==> config.mk <==
export PLATFORM = sky130hd
export DESIGN_NAME = microwave_cook_ctrl
export DESIGN_NICKNAME = d
export VERILOG_FILES = /design/src/rtl/microwave_cook_ctrl.sv
export SDC_FILE = /design/constraint.sdc
export NUM_CORES = 1
export LEC_CHECK = 0
export ABC_AREA = 1
export BUFFER_PORTS_ARGS = -buffer_cell sky130_fd_sc_hd__buf_4
export CORE_UTILIZATION = 55
export DETAILED_ROUTE_END_ITERATION = 8
export PLACE_DENSITY = 0.76
export SYNTH_ARGS = -nofsm -noshare
export SYNTH_HDL_FRONTEND = slang
export SYNTH_SLANG_ARGS = --single-unit
==> constraint.sdc <==
create_clock -name clock -period 3.9 [get_ports clock]
set_clock_uncertainty 0.2 [all_clocks]
set_input_delay 0.585 -clock clock [delete_from_list [all_inputs] [get_ports clock]]
set_output_delay 0.585 -clock clock [all_outputs]
set_load 0.005 [all_outputs]
==> src/rtl/microwave_cook_ctrl.sv <==
// microwave_cook_ctrl: keypad time entry, BCD M:SS countdown, power-level
// duty cycling of the magnetron, pause/resume and a timed completion beep.
// Every output is a register; the next-state logic is one combinational block.

module microwave_cook_ctrl #(
   parameter int TICKS_PER_SEC = 100,
   parameter int BEEP_SECS     = 3
) (
   input  logic       clock,
   input  logic       clear,
   input  logic       key_valid,
   input  logic [3:0] key_digit,
   input  logic       power_key,
   input  logic       start,
   input  logic       stop,
   input  logic       door_closed,
   output logic [3:0] sec_ones,
   output logic [3:0] sec_tens,
   output logic [3:0] mins,
   output logic [3:0] power_level,
   output logic       mag_on,
   output logic       running,
   output logic       done_beep
);

   localparam int PW = (TICKS_PER_SEC > 2) ? $clog2(TICKS_PER_SEC) : 1;
   localparam int BW = (BEEP_SECS > 1) ? $clog2(BEEP_SECS) : 1;
   localparam logic [PW-1:0] PRE_MAX  = PW'(TICKS_PER_SEC - 1);
   localparam logic [BW-1:0] BEEP_MAX = BW'(BEEP_SECS - 1);

   typedef enum logic [1:0] {IDLE, COOK, PAUSE, DONE} state_t;

   state_t          state, state_n;
   logic [PW-1:0]   prescaler, prescaler_n, pre_inc;
   logic [3:0]      phase, phase_n, phase_inc;
   logic [BW-1:0]   beep_cnt, beep_cnt_n;
   logic [3:0]      ones_n, tens_n, mins_n, power_n, power_dec;
   logic [3:0]      dec_ones, dec_tens, dec_mins;
   logic            tick, dec_zero, time_zero, start_ok, digit_ok;
   logic            mag_on_n, running_n, done_beep_n;

   // Shared helpers: the second tick, BCD decrement of M:SS, phase and power
   // stepping, and the conditions under which a start is accepted.
   always_comb begin
      tick      = (prescaler == PRE_MAX);
      pre_inc   = tick ? '0 : prescaler + 1'b1;
      phase_inc = (phase == 4'd9) ? 4'd0 : phase + 4'd1;
      power_dec = (power_level == 4'd1) ? 4'd10 : power_level - 4'd1;
      dec_ones  = sec_ones;
      dec_tens  = sec_tens;
      dec_mins  = mins;
      if (sec_ones != 4'd0) begin
         dec_ones = sec_ones - 4'd1;
      end else if (sec_tens != 4'd0) begin
         dec_ones = 4'd9;
         dec_tens = sec_tens - 4'd1;
      end else if (mins != 4'd0) begin
         dec_ones = 4'd9;
         dec_tens = 4'd5;
         dec_mins = mins - 4'd1;
      end
      dec_zero  = (dec_ones == 4'd0) && (dec_tens == 4'd0) && (dec_mins == 4'd0);
      time_zero = (sec_ones == 4'd0) && (sec_tens == 4'd0) && (mins == 4'd0);
      start_ok  = door_closed && !time_zero && (sec_tens <= 4'd5);
      digit_ok  = key_valid && (key_digit <= 4'd9);
   end

   // Next-state and next-output computation; outputs are derived from the
   // next state so that they appear on the same edge as the state change.
   always_comb begin
      state_n     = state;
      prescaler_n = prescaler;
      phase_n     = phase;
      beep_cnt_n  = beep_cnt;
      ones_n      = sec_ones;
      tens_n      = sec_tens;
      mins_n      = mins;
      power_n     = power_level;
      case (state)
         IDLE: begin
            if (stop) begin
               ones_n  = 4'd0;
               tens_n  = 4'd0;
               mins_n  = 4'd0;
               power_n = 4'd10;
            end else if (start && start_ok) begin
               state_n     = COOK;
               prescaler_n = '0;
               phase_n     = 4'd0;
            end else begin
               if (digit_ok) begin
                  mins_n = sec_tens;
                  tens_n = sec_ones;
                  ones_n = key_digit;
               end
               if (power_key) begin
                  power_n = power_dec;
               end
            end
         end
         COOK: begin
            prescaler_n = pre_inc;
            if (tick) begin
               ones_n  = dec_ones;
               tens_n  = dec_tens;
               mins_n  = dec_mins;
               phase_n = phase_inc;
            end
            if (tick && dec_zero) begin
               state_n    = DONE;
               beep_cnt_n = '0;
            end else if (stop || !door_closed) begin
               state_n = PAUSE;
            end
         end
         PAUSE: begin
            if (stop) begin
               state_n = IDLE;
               ones_n  = 4'd0;
               tens_n  = 4'd0;
               mins_n  = 4'd0;
            end else if (start && door_closed) begin
               state_n     = COOK;
               prescaler_n = '0;
            end
         end
         DONE: begin
            prescaler_n = pre_inc;
            if (stop || key_valid) begin
               state_n    = IDLE;
               power_n    = 4'd10;
               beep_cnt_n = '0;
            end else if (tick) begin
               if (beep_cnt == BEEP_MAX) begin
                  state_n    = IDLE;
                  power_n    = 4'd10;
                  beep_cnt_n = '0;
               end else begin
                  beep_cnt_n = beep_cnt + 1'b1;
               end
            end
         end
         default: state_n = IDLE;
      endcase
      running_n   = (state_n == COOK);
      done_beep_n = (state_n == DONE);
      mag_on_n    = (state_n == COOK) && door_closed && (phase_n < power_n);
   end

   // State and output registers with synchronous clear.
   always_ff @(posedge clock) begin
      if (clear) begin
         state       <= IDLE;
         prescaler   <= '0;
         phase       <= 4'd0;
         beep_cnt    <= '0;
         sec_ones    <= 4'd0;
         sec_tens    <= 4'd0;
         mins        <= 4'd0;
         power_level <= 4'd10;
         mag_on      <= 1'b0;
         running     <= 1'b0;
         done_beep   <= 1'b0;
      end else begin
         state       <= state_n;
         prescaler   <= prescaler_n;
         phase       <= phase_n;
         beep_cnt    <= beep_cnt_n;
         sec_ones    <= ones_n;
         sec_tens    <= tens_n;
         mins        <= mins_n;
         power_level <= power_n;
         mag_on      <= mag_on_n;
         running     <= running_n;
         done_beep   <= done_beep_n;
      end
   end

endmodule

=== Yosys cells after proc, flatten, opt, wreduce, memory -nomap -nowiden ===
Cells that the tools add are included.

* Register bits after elaboration: 34
* Latch bits: 0
* Bits in writable memories: 0
* Memory bits (read-only): 0
* Input bits: 11
* Output and inout bits: 19
* Word-level logic and storage cells: 131
* Memories kept: 0

* Add/sub/neg operators: 7
* Multipliers: 0
* Divide/modulo/power cells: 0
* Order comparisons: 3
* Equal/unequal tests: 19
* Shift-type cells: 0
* Multiplexer cells: 59
* Bitwise logic cells: 0
* Reduce and logical (&&, ||, !) cells: 32

{| class="wikitable"
|+ Operators with widths
! operator !! count
|-
| 4-bit 2-to-1 mux || 33
|-
| 4-bit one-hot mux with 3 select lines || 3
|-
| 7-bit 2-to-1 mux || 5
|-
| 2-bit 2-to-1 mux || 13
|-
| 4-bit logical NOT || 6
|-
| 7-bit one-hot mux with 3 select lines || 1
|-
| 4-bit one-hot mux with 2 select lines || 2
|-
| 4-bit by 1-bit subtractor with 4-bit output (second input constant) || 4
|-
| 2-bit != test (second input constant) || 7
|-
| 1-bit logical AND || 12
|-
| 4-bit nonzero test || 3
|-
| 3-bit != test (second input constant) || 3
|-
| 2-bit == test (second input constant) || 4
|-
| 2-bit one-hot mux with 4 select lines || 1
|-
| 7-bit by 1-bit adder with 7-bit output (second input constant) || 1
|-
| 7-bit == test (second input constant) || 1
|-
| 5-bit AND reduction || 1
|-
| 4-bit by 1-bit adder with 4-bit output (second input constant) || 1
|-
| 2-bit by 1-bit == test with 1-bit output (second input constant) || 2
|-
| 4-bit by 1-bit == test with 1-bit output (second input constant) || 1
|-
| 4-bit == test (second input constant) || 1
|-
| 4-bit by 3-bit <= comparator with 1-bit output (second input constant) || 1
|-
| 4-bit <= comparator (second input constant) || 1
|-
| 4-bit < comparator || 1
|-
| 10 further kinds || 12
|}

=== Longest topological paths before layout ===
Gate-level depths: netlist of the first run.

* Word-level depth: 13
* Gate-level depth with buffers: 20
* Mapped depth without buffers: 20

=== Worst setup path before layout of the first run ===
Ideal clock, no wire load.

* Path type: reg-to-reg
* Start: reg sec_ones[0]
* End: reg mag_on
* Library setup time: 0.062 ns
* Arrival: 2.331 ns
* Data required time: 3.638 ns
* Path slack: 1.307 ns
* Cell stages (with the launch flop): 18
* Buffers on the path: 0
* Clock period less this slack: 2.593 ns
* Cells stage by stage: dfxtp_1 -> inv_1 -> ha_1 -> nand2_2 -> nor2_4 -> nand3_4 -> nand2_4 -> nand2_2 -> inv_1 -> nand2_1 -> xnor2_1 -> o21ai_1 -> nand3_1 -> o21ai_1 -> ha_1 -> a211oi_1 -> nand2_1 -> nor2_2

* Longest elaborated chain between the ends: 13
* Elaborated cells between the ends (all ways): 34
* Classes of those cells: add/sub: 1; order compare: 1; eq/ne: 1; mux: 15; reduce/logical: 16

{| class="wikitable"
|+ RTL lines
! item !! RTL line !! text
|-
| from (decl) || 17 || <nowiki>output logic [3:0] sec_ones,</nowiki>
|-
| from (signal assigned) || 169 || <nowiki>sec_ones <= ones_n;</nowiki>
|-
| branches (longest 12 deep; another with 4-bit by 1-bit subtractor with 4-bit output) || n/a ||
|-
| 1-bit logical AND * || 147 || <nowiki>mag_on_n = (state_n == COOK) && door_closed && (phase_n < power_n);</nowiki>
|-
| to (signal assigned) || 173 || <nowiki>mag_on <= mag_on_n;</nowiki>
|-
| to (decl) || 21 || <nowiki>output logic mag_on,</nowiki>
|}

Every way passes the cells marked *.
A chain may end at the register's enable or synchronous reset.

=== Worst setup path in the final report of the first run ===
Ends and elaborated chain as after synthesis.

==> flow_metrics.env, run 1 <==
export IMPL_path_buf_inv=2
export IMPL_synth_top_family_by_area="simple AND/OR/NAND/NOR gates"
export IMPL_wire_per_inst_um=13.0
export IMPL_design_area_sq_um=2800
export IMPL_pin_count=30
export IMPL_place_gp_congestion=0.897
export IMPL_die_height_um=69.0
export IMPL_timing_rr_start="sec_ones[0]"
export IMPL_final_cell_mix="nand2_1, inv_1, nor2_1"
export IMPL_cts_tree="done"
export IMPL_ant_nets=0
export IMPL_finalHoldViolations=0
export IMPL_final_common_cell="nand2_1"
export IMPL_ys_warn_count=0
export IMPL_cp_slowest_stage_delay_ps=350
export IMPL_crit_slowest_cell="dfxtp_1"
export IMPL_ctsResizeCount=0
export IMPL_period_needed_ps=2890
export IMPL_yosysSeqAreaShare_pct=27.6
export IMPL_grt_pass1_vias=2106
export IMPL_hold_end="beep_cnt[1]"
export IMPL_max_vdd_ir_drop_mv=0.444
export IMPL_synthAdderAreaFrac_pct=8.12
export IMPL_dpl_hpwl_um=4630
export IMPL_antenna_found_initial=0
export IMPL_post_cts_setup_buffer_count=0
export IMPL_startpoint_type="flip-flop"
export IMPL_postPlaceCellArea_sq_um=2710
export IMPL_fin_tns_setup_ps=0
export IMPL_cts_sinks=34
export IMPL_avgSynthCellArea_sq_um=6.49
export IMPL_max_cap_viol_count=0
export IMPL_io_buffers=29
export IMPL_yosysUniqueCellTypes=34
export IMPL_total_power_uw=1940
export IMPL_track_usage_pct=27.0
export IMPL_synth_ff_type="dfxtp_1"
export IMPL_clk_transition_reported_paths_ps=70
export IMPL_finalMaxSlewViolations=0
export IMPL_area_growth_pct=13.3
export IMPL_die_area_sq_um=4760
export IMPL_synthMuxAreaShare_pct=0
export IMPL_numCtsBuffers=5
export IMPL_vias=2497
export IMPL_crit_required_ps=3920
export IMPL_synth_nets=407
export IMPL_p_per_area_nw_per_um2=694
export IMPL_cts_hold_buf=0
export IMPL_root_buffer="clkbuf_8"
export IMPL_clock_latency_ps=290
export IMPL_status="completed"
export IMPL_synth_cells=380
export IMPL_worstPathMaxFanout=6
export IMPL_rows=23
export IMPL_syn_area_sq_um=2470
export IMPL_diodes=0
export IMPL_min_path_cells=2
export IMPL_detail_route_drc_violations=0
export IMPL_synthArstFlopShare_pct=0
export IMPL_finalWirelength_um=6000
export IMPL_drive_gt1_share_pct=16.8
export IMPL_grt_max_degree=17
export IMPL_hp_start="beep_cnt[1]"
export IMPL_worst_pin_slew_ps=498
export IMPL_synthXorXnorAreaFrac_pct=1.78
export IMPL_ys_ff_latch=34
export IMPL_regToRegSetupSlack_ps=1010
export IMPL_core_area_sq_um=4140
export IMPL_hold_class="reg -> reg"
export IMPL_cp_cell_sequence="inv_1 -> ha_1 -> nand2_2 -> nor2_4 -> nand3_4 -> nand2_4 -> nand2_2 -> inv_1 -> nand2_1 -> xnor2_1 -> o21ai_1 -> nand3_1 -> o21ai_1 -> ha_1 -> a211oi_1 -> nand2_1 -> nor2_2"
export IMPL_crit_arrival_ps=2910
export IMPL_drt_iter0_markers=188
export IMPL_critPathTopFamily="simple AND/OR/NAND/NOR gates"
export IMPL_synth_edf_count=0
export IMPL_finalSetupViolCount=0
export IMPL_die_w_um=69.0
export IMPL_htree_levels=2
export IMPL_dr_pass1_iters=5
export IMPL_p_leak_uw=0.00130
export IMPL_grt_first_pass_wirelength_um=9620
export IMPL_overflow=0
export IMPL_rr_endpoint="mag_on"
export IMPL_vias_per_cell=5.43
export IMPL_r2r_cells=17
export IMPL_clock_fmax_ghz=0.347
export IMPL_critPathKind="reg -> reg"
export IMPL_cts_max_path_buffers=2
export IMPL_yosys_area_share_simple_pct=35.3
export IMPL_post_route_period_util_pct=74.0
export IMPL_relSlewSlack_pct=66.8
export IMPL_synth_compound_area_share_pct=17.8
export IMPL_end_kind="flip-flop"
export IMPL_finish_net_count=438
export IMPL_start_util_pct=59.5
export IMPL_rsz0062_at_grt="no"
export IMPL_hold_ws_ps=295
[Yosys cell counts (all sizes together), types with 2 or more instances]
library cell | number | area (sq um)
a21oi | 27 | 146
nand2 | 94 | 388
a31oi | 2 | 12.5
nand4 | 2 | 12.5
dfxtp | 34 | 681
xnor2 | 3 | 26.3
buf | 2 | 22.5
ha | 16 | 200
o21ai | 37 | 196
xor2 | 2 | 17.5
nand3 | 31 | 173
or2 | 3 | 18.8
o22ai | 4 | 25.0
nor3 | 10 | 50.1
nor2 | 48 | 213
a211oi | 2 | 15.0
inv | 52 | 195
clkbuf | 3 | 11.3
a32oi | 3 | 26.3
[layout make-up]
class                           count  area (sq um)
Clock buffer                        6          82.6
Fill cell                         394          1350
Inverter                           53           200
Multi-Input combinational cell    288          1550
Sequential cell                    34           681
Tap cell                           50          62.6
Timing Repair Buffer               29           218
[worst min-delay path: stages, from the launching register on]
cell     delay, ps
dfxtp_1        330
nand2_1         70
a21oi_1         50
[registers in the layout, summed over array words and instances, names as in the netlist]
name         count
state            2
mag_on           1
power_level      4
running          1
phase            4
sec_tens         4
mins             4
beep_cnt         2
sec_ones         4
done_beep        1
prescaler        7
[kinds of logic after synthesis]
kind of cell	Yosys count
AND/OR/NAND/NOR	190
AO/OA/AOI/OAI	77
buffers and inverters	58
flip-flops	34
adder cells (fa/ha/maj)	16
XOR/XNOR	5
[report_power, final]
part           internal (uW)  total [uW]  switching (uW)
sequential               428         522            94.3
combinational            409        1160             752
clock                    136         256             120
total                    973        1940             966
[metal layers]
metal	global-route usage, %	share of wire (%)	up-vias
met5	0	0	-
met4	6.89	0.77	0
met3	4.93	6.2	7
met2	41.3	44	73
met1	38.7	49	1108
li1	-	-	1309
[how the worst max path moves through the flow]
stage / from / endpoint / cells after the start
2_1_floorplan: sec_ones[0] / mag_on / 17
3_3_place_gp: sec_ones[0] / mag_on / 17
3_5_place_dp: sec_ones[0] / mag_on / 17
4_1_cts: sec_ones[0] / mag_on / 17
5_1_grt: sec_ones[0] / mag_on / 17
6_report: sec_ones[0] / mag_on / 17
[per-stage QoR]
step	utilization [%]	cells	worst slack, ps
final	67.5	460	1010
after CTS	67.5	460	1030
after global routing	67.5	460	772
after floorplan	-	380	1310
after global placement	65.5	454	1140
after detailed placement	65.5	454	1070
(Power assumes the default switching activity.)
==> inputs of run 2 (changes only) <==
--- a/config.mk
+++ b/config.mk
@@ -7,9 +7,9 @@
 export LEC_CHECK = 0
 export ABC_AREA = 1
 export BUFFER_PORTS_ARGS = -buffer_cell sky130_fd_sc_hd__buf_4
-export CORE_UTILIZATION = 55
+export CORE_UTILIZATION = 53
 export DETAILED_ROUTE_END_ITERATION = 8
-export PLACE_DENSITY = 0.76
+export PLACE_DENSITY = 0.77
 export SYNTH_ARGS = -nofsm -noshare
 export SYNTH_HDL_FRONTEND = slang
 export SYNTH_SLANG_ARGS = --single-unit
==> constraint.sdc (replaced) <==
create_clock -name clock -period 2.38 [get_ports clock]
set_clock_uncertainty 0.2 [all_clocks]
set_input_delay 0.357 -clock clock [delete_from_list [all_inputs] [get_ports clock]]
set_output_delay 0.357 -clock clock [all_outputs]
set_load 0.005 [all_outputs]
==> run 2 against run 1 <==
Effect of this change:
- the run now ends with negative setup slack left
- non-clock buffer count up 49
- sequential power up 54%
- maximum frequency increased by 17%
- total power rose by 100%
- count of clock-buffer cells in the layout fell by 1
- die area up 3.7%
- largest power group unchanged
- clock power up 62%
==> flow_metrics.env, run 2 (synthesized netlist as in run 1, its figures left out) <==
export IMPL_design_area_sq_um=3350
export IMPL_pre_cts_slack_ps=-154
export IMPL_worstPathMaxFanout=4
export IMPL_hold_class="in -> reg"
export IMPL_end_kind="flip-flop"
export IMPL_finalWirelength_um=7300
export IMPL_seq_area_sq_um=687
export IMPL_finish_net_count=487
export IMPL_finalMaxSlewViolations=0
export IMPL_fin_cells=512
export IMPL_drt_iter0_markers=232
export IMPL_startpoint_type="flip-flop"
export IMPL_final_cell_mix="buf_4, nand2_1, inv_1, nor2_1, dfxtp_1"
export IMPL_clock_fmax_ghz=0.406
export IMPL_clk_transition_reported_paths_ps=70
export IMPL_numCtsBuffers=5
export IMPL_die_w_um=70.2
export IMPL_place_inst=498
export IMPL_cp_cell_sequence="inv_2 -> ha_4 -> nand2_2 -> nor2_4 -> nand3_4 -> nand2_4 -> nand2_4 -> o21ai_1 -> or2_2 -> inv_1 -> a32oi_2 -> ha_1 -> nand2_1 -> inv_1 -> nand2_1 -> nand2_1 -> nor2_2"
export IMPL_crit_slowest_cell="dfxtp_2"
export IMPL_postPlaceCellArea_sq_um=3070
export IMPL_overflow=0
export IMPL_crit_arrival_ps=2490
export IMPL_ant_nets=0
export IMPL_p_leak_uw=0.00156
export IMPL_finalHoldViolations=0
export IMPL_die_area_sq_um=4930
export IMPL_largest_reg_flops=7
export IMPL_hold_ws_ps=144
export IMPL_crit_required_ps=2410
export IMPL_drive_gt1_share_pct=36.1
export IMPL_max_vdd_ir_drop_mv=0.658
export IMPL_violations="negative setup slack"
export IMPL_rows=24
export IMPL_die_height_um=70.2
export IMPL_start_util_pct=55.9
export IMPL_path_buf_inv=3
export IMPL_multiInputGateArea_sq_um=1730
export IMPL_worst_pin_slew_ps=355
export IMPL_fin_ws_ps=-84.2
export IMPL_area_growth_pct=35.8
export IMPL_core_area_sq_um=4410
export IMPL_relSlewSlack_pct=76.2
export IMPL_post_route_period_util_pct=104
export IMPL_dr_pass1_iters=4
export IMPL_sw_frac_of_total_pct=48.2
export IMPL_finalSetupViolCount=3
export IMPL_postLayoutCoreUtil_pct=75.9
export IMPL_max_cap_viol_count=0
export IMPL_vias_per_cell=5.48
export IMPL_final_common_cell="buf_4"
export IMPL_place_gp_congestion=0.969
export IMPL_p_per_area_nw_per_um2=1170
export IMPL_rsz0062_at_grt="yes"
export IMPL_cts_max_path_buffers=2
export IMPL_htree_levels=2
export IMPL_p_seq_share_pct=20.6
export IMPL_clkPwrFrac_pct=10.6
export IMPL_status="finished with violations"
export IMPL_wire_per_inst_um=14.3
export IMPL_crit_top_cell="nand2_1"
export IMPL_detail_route_drc_violations=0
export IMPL_clock_latency_ps=290
export IMPL_vias=2806
export IMPL_antenna_found_initial=0
export IMPL_root_buffer="clkbuf_8"
export IMPL_dpl_hpwl_um=5300
export IMPL_critPathTopFamily="simple AND/OR/NAND/NOR gates"
export IMPL_grt_first_pass_wirelength_um=12000
export IMPL_p_switching_uw=1890
export IMPL_grt_max_degree=17
export IMPL_critPathKind="reg -> reg"
export IMPL_pin_count=30
export IMPL_internal_power_uw=2030
export IMPL_fillerInstances=355
export IMPL_track_usage_pct=30.4
export IMPL_regMostFlops="prescaler"
export IMPL_period_needed_ps=2460
export IMPL_cp_slowest_stage_delay_ps=330
export IMPL_io_buffers=29
export IMPL_diodes=0
export IMPL_p_comb_share_pct=68.8
export IMPL_grt_pass1_vias=2630
export IMPL_cts_sinks=34
export IMPL_cts_tree="done"
[run 2: final cells by class]
| type | instances | share of cell area, % |
|---|---|---|
| Multi-Input combinational cell | 288 | 51.6 |
| Clock inverter | 2 | 0.299 |
| Inverter | 53 | 5.98 |
| Sequential cell | 34 | 20.5 |
| Clock buffer | 5 | 2.05 |
| Tap cell | 52 | 1.94 |
| Timing Repair Buffer | 78 | 17.6 |
[run 2: power groups by stage]
stage               Combinational (uW)  Sequential [uW]  Clock [uW]
finish                            2700              806         415
global route                      2970              819         437
CTS                               2490              800         421
detailed placement                2360              806           0
global placement                  2320              803           0
floorplan                         1480              851           0
[run 2: final timing paths]
kind | to | cells past startpoint | slack, ps | from
hold reg to reg | mins[1] | 2 | 310 | mins[1]
hold / removal | state[1] | 2 | 140 | clear
setup / recovery | mag_on | 17 | -80 | sec_tens[1]
setup reg to reg | mag_on | 17 | -80 | sec_tens[1]
[run 2: per-stage QoR]
stage                     total power [uW]  setup TNS [ps]
final                                 3920            -101
after global routing                  4220            -596
after CTS                             3720           -56.9
after detailed placement              3170            -154
after global placement                3120           -71.7
after floorplan                       2340           -83.6
[run 2: repair_timing]
item | 4_1_cts | 5_1_grt
hold buffers | 0 | 0
pin swaps | 15 | 11
endpoints found under the hold margin | 0 | 0
setup endpoints to repair | 1 | 7
buffers inserted | 6 | 1
resized for setup | 16 | 28
[run 2: per-layer routing]
| metal | up-vias | part of all wire (%) | GRT usage [%] |
|---|---|---|---|
| met5 | - | 0 | 0 |
| met4 | 0 | 1.4 | 8.44 |
| met3 | 15 | 6.7 | 4.33 |
| met2 | 94 | 45 | 47.9 |
| met1 | 1290 | 46 | 43.1 |
| li1 | 1407 | - | - |
==> inputs of run 3 (changes only) <==
--- a/config.mk
+++ b/config.mk
@@ -7,6 +7,7 @@
 export LEC_CHECK = 0
 export ABC_AREA = 1
 export BUFFER_PORTS_ARGS = -buffer_cell sky130_fd_sc_hd__buf_4
+export CORE_ASPECT_RATIO = 0.8
 export CORE_UTILIZATION = 53
 export DETAILED_ROUTE_END_ITERATION = 8
 export PLACE_DENSITY = 0.77
==> run 3 against run 2 <==
Effect of this change:
- the flow still finishes with violations (negative setup slack)
- sequential share of layout area down 0.24 points
- maximum frequency down 3.1%
- routed wire length up 4.1%
- critical path type unchanged
- highest routed layer unchanged
- critical endpoint unchanged
==> flow_metrics.env, run 3 (synthesized netlist as in run 1, its figures left out) <==
export IMPL_io_buffers=29
export IMPL_cts_tree="done"
export IMPL_violations="negative setup slack"
export IMPL_die_w_um=78.3
export IMPL_worstPathMaxFanout=4
export IMPL_detail_route_drc_violations=0
export IMPL_drt_iter0_markers=321
export IMPL_post_route_period_util_pct=107
export IMPL_relSlewSlack_pct=76.2
export IMPL_max_cap_viol_count=0
export IMPL_rsz0062_at_grt="yes"
export IMPL_track_usage_pct=31.9
export IMPL_endpoint="mag_on"
export IMPL_hold_class="in -> reg"
export IMPL_largest_reg_flops=7
export IMPL_area_growth_pct=37.4
export IMPL_diodes=0
export IMPL_finalWirelength_um=7600
export IMPL_finalMaxSlewViolations=0
export IMPL_crit_arrival_ps=2570
export IMPL_numCtsBuffers=5
export IMPL_overflow=0
export IMPL_cts_sinks=34
export IMPL_max_vdd_ir_drop_mv=0.846
export IMPL_fin_ws_ps=-164
export IMPL_clock_fmax_ghz=0.393
export IMPL_grt_max_degree=17
export IMPL_vias_per_cell=5.56
export IMPL_finish_net_count=490
export IMPL_htree_levels=2
export IMPL_period_needed_ps=2540
export IMPL_regToRegSetupSlack_ps=-160
export IMPL_startpoint="sec_tens[1]"
export IMPL_start_util_pct=57.2
export IMPL_grt_pass1_vias=2655
export IMPL_clk_transition_reported_paths_ps=80
export IMPL_dpl_hpwl_um=5390
export IMPL_critPathKind="reg -> reg"
export IMPL_wire_per_inst_um=14.6
export IMPL_ant_nets=0
export IMPL_p_leak_uw=0.00159
export IMPL_status="finished with violations"
export IMPL_grt_first_pass_wirelength_um=12300
export IMPL_fin_cells=521
export IMPL_cts_max_path_buffers=2
export IMPL_rows=21
export IMPL_end_kind="flip-flop"
export IMPL_pin_count=30
export IMPL_r2r_cells=18
export IMPL_finalSetupViolCount=1
export IMPL_die_height_um=63.0
export IMPL_die_area_sq_um=4930
export IMPL_p_per_area_nw_per_um2=1220
export IMPL_drive_gt1_share_pct=34.7
export IMPL_dr_pass1_iters=7
export IMPL_total_power_uw=4120
export IMPL_rr_endpoint="mag_on"
export IMPL_place_inst=506
export IMPL_worst_pin_slew_ps=355
export IMPL_antenna_found_initial=0
export IMPL_core_area_sq_um=4310
export IMPL_crit_required_ps=2410
export IMPL_clock_latency_ps=290
export IMPL_final_cell_mix="buf_4, nand2_1, nor2_1"
export IMPL_finalHoldViolations=0
export IMPL_regMostFlops="prescaler"
export IMPL_fillerInstances=312
export IMPL_timing_rr_start="sec_tens[1]"
export IMPL_pre_cts_slack_ps=-129
export IMPL_min_path_cells=2
export IMPL_vias=2898
export IMPL_place_gp_congestion=0.899
export IMPL_final_common_cell="buf_4"
export IMPL_root_buffer="clkbuf_8"
export IMPL_startpoint_type="flip-flop"
## run 3: cell count changes in the layout (fill, tap and decap cells not counted), sizes merged
cell,before,now
buf,78,81
clkbuf,5,8
clkinv,3,0
inv,52,53
## run 3: how the worst min path moves through the flow
stage          slack, ps    startpoint           end
2_1_floorplan        260  prescaler[1]  prescaler[1]
3_3_place_gp         280   beep_cnt[1]   beep_cnt[1]
3_5_place_dp         290   beep_cnt[1]   beep_cnt[1]
4_1_cts              120         clear   beep_cnt[1]
5_1_grt              140         clear      state[1]
6_report             120         clear  prescaler[1]
## run 3: worst max-delay path: stages, from the launching register on
cell      delay [ps]
dfxtp_2          340
inv_2             50
ha_4             170
inv_4             60
nand2_2           50
o21ai_2          120
inv_2             70
nand2_4           90
nand2_4           60
inv_2             60
nand2_2           60
xnor2_2          150
o21ai_1           70
nand3_1          100
o21ai_2           80
ha_1             330
a211oi_2         220
nand2_1          100
nor2_2            90
## run 3: layout make-up
class | count | area [sq um] | area share (%)
Multi-Input combinational cell | 288 | 1690 | 49.8
Inverter | 53 | 204 | 6.02
Tap cell | 57 | 71.3 | 2.10
Sequential cell | 34 | 687 | 20.3
Timing Repair Buffer | 81 | 628 | 18.5
Clock buffer | 8 | 110 | 3.25
## run 3: metal layers
layer  up-vias  track usage [%]  part of all wire, %
li1       1410                -                    -
met1      1322             44.7                   47
met2       154             49.1                   44
met3        12             6.28                  8.4
met4         0             9.26                  1.2
met5         -                0                    0
## run 3: repair_timing
| item | 4_1_cts | 5_1_grt |
|---|---|---|
| cloned | 0 | 0 |
| setup endpoints to repair | 1 | 15 |
| setup buffers | 8 | 2 |
| pin swaps | 13 | 6 |
| resized for setup | 24 | 15 |
| hold buffers | 0 | 0 |
## run 3: power by group
part           leakage [uW]  switching (uW)  internal (uW)  total (uW)
sequential         0.000279             113            705         818
combinational       0.00126            1610           1170        2780
clock             0.0000575             228            293         520
## run 3: metrics by stage
stage / cell area (sq um) / hold WS (ps) / setup TNS [ps] / util (%)
after floorplan: 2500 / 263 / -83.6 / -
after global placement: 3100 / 283 / -79.2 / 71.9
final: 3390 / 122 / -164 / 78.7
after global routing: 3390 / 135 / -867 / 78.7
after detailed placement: 3100 / 292 / -129 / 71.9
after CTS: 3350 / 123 / -92.8 / 77.8
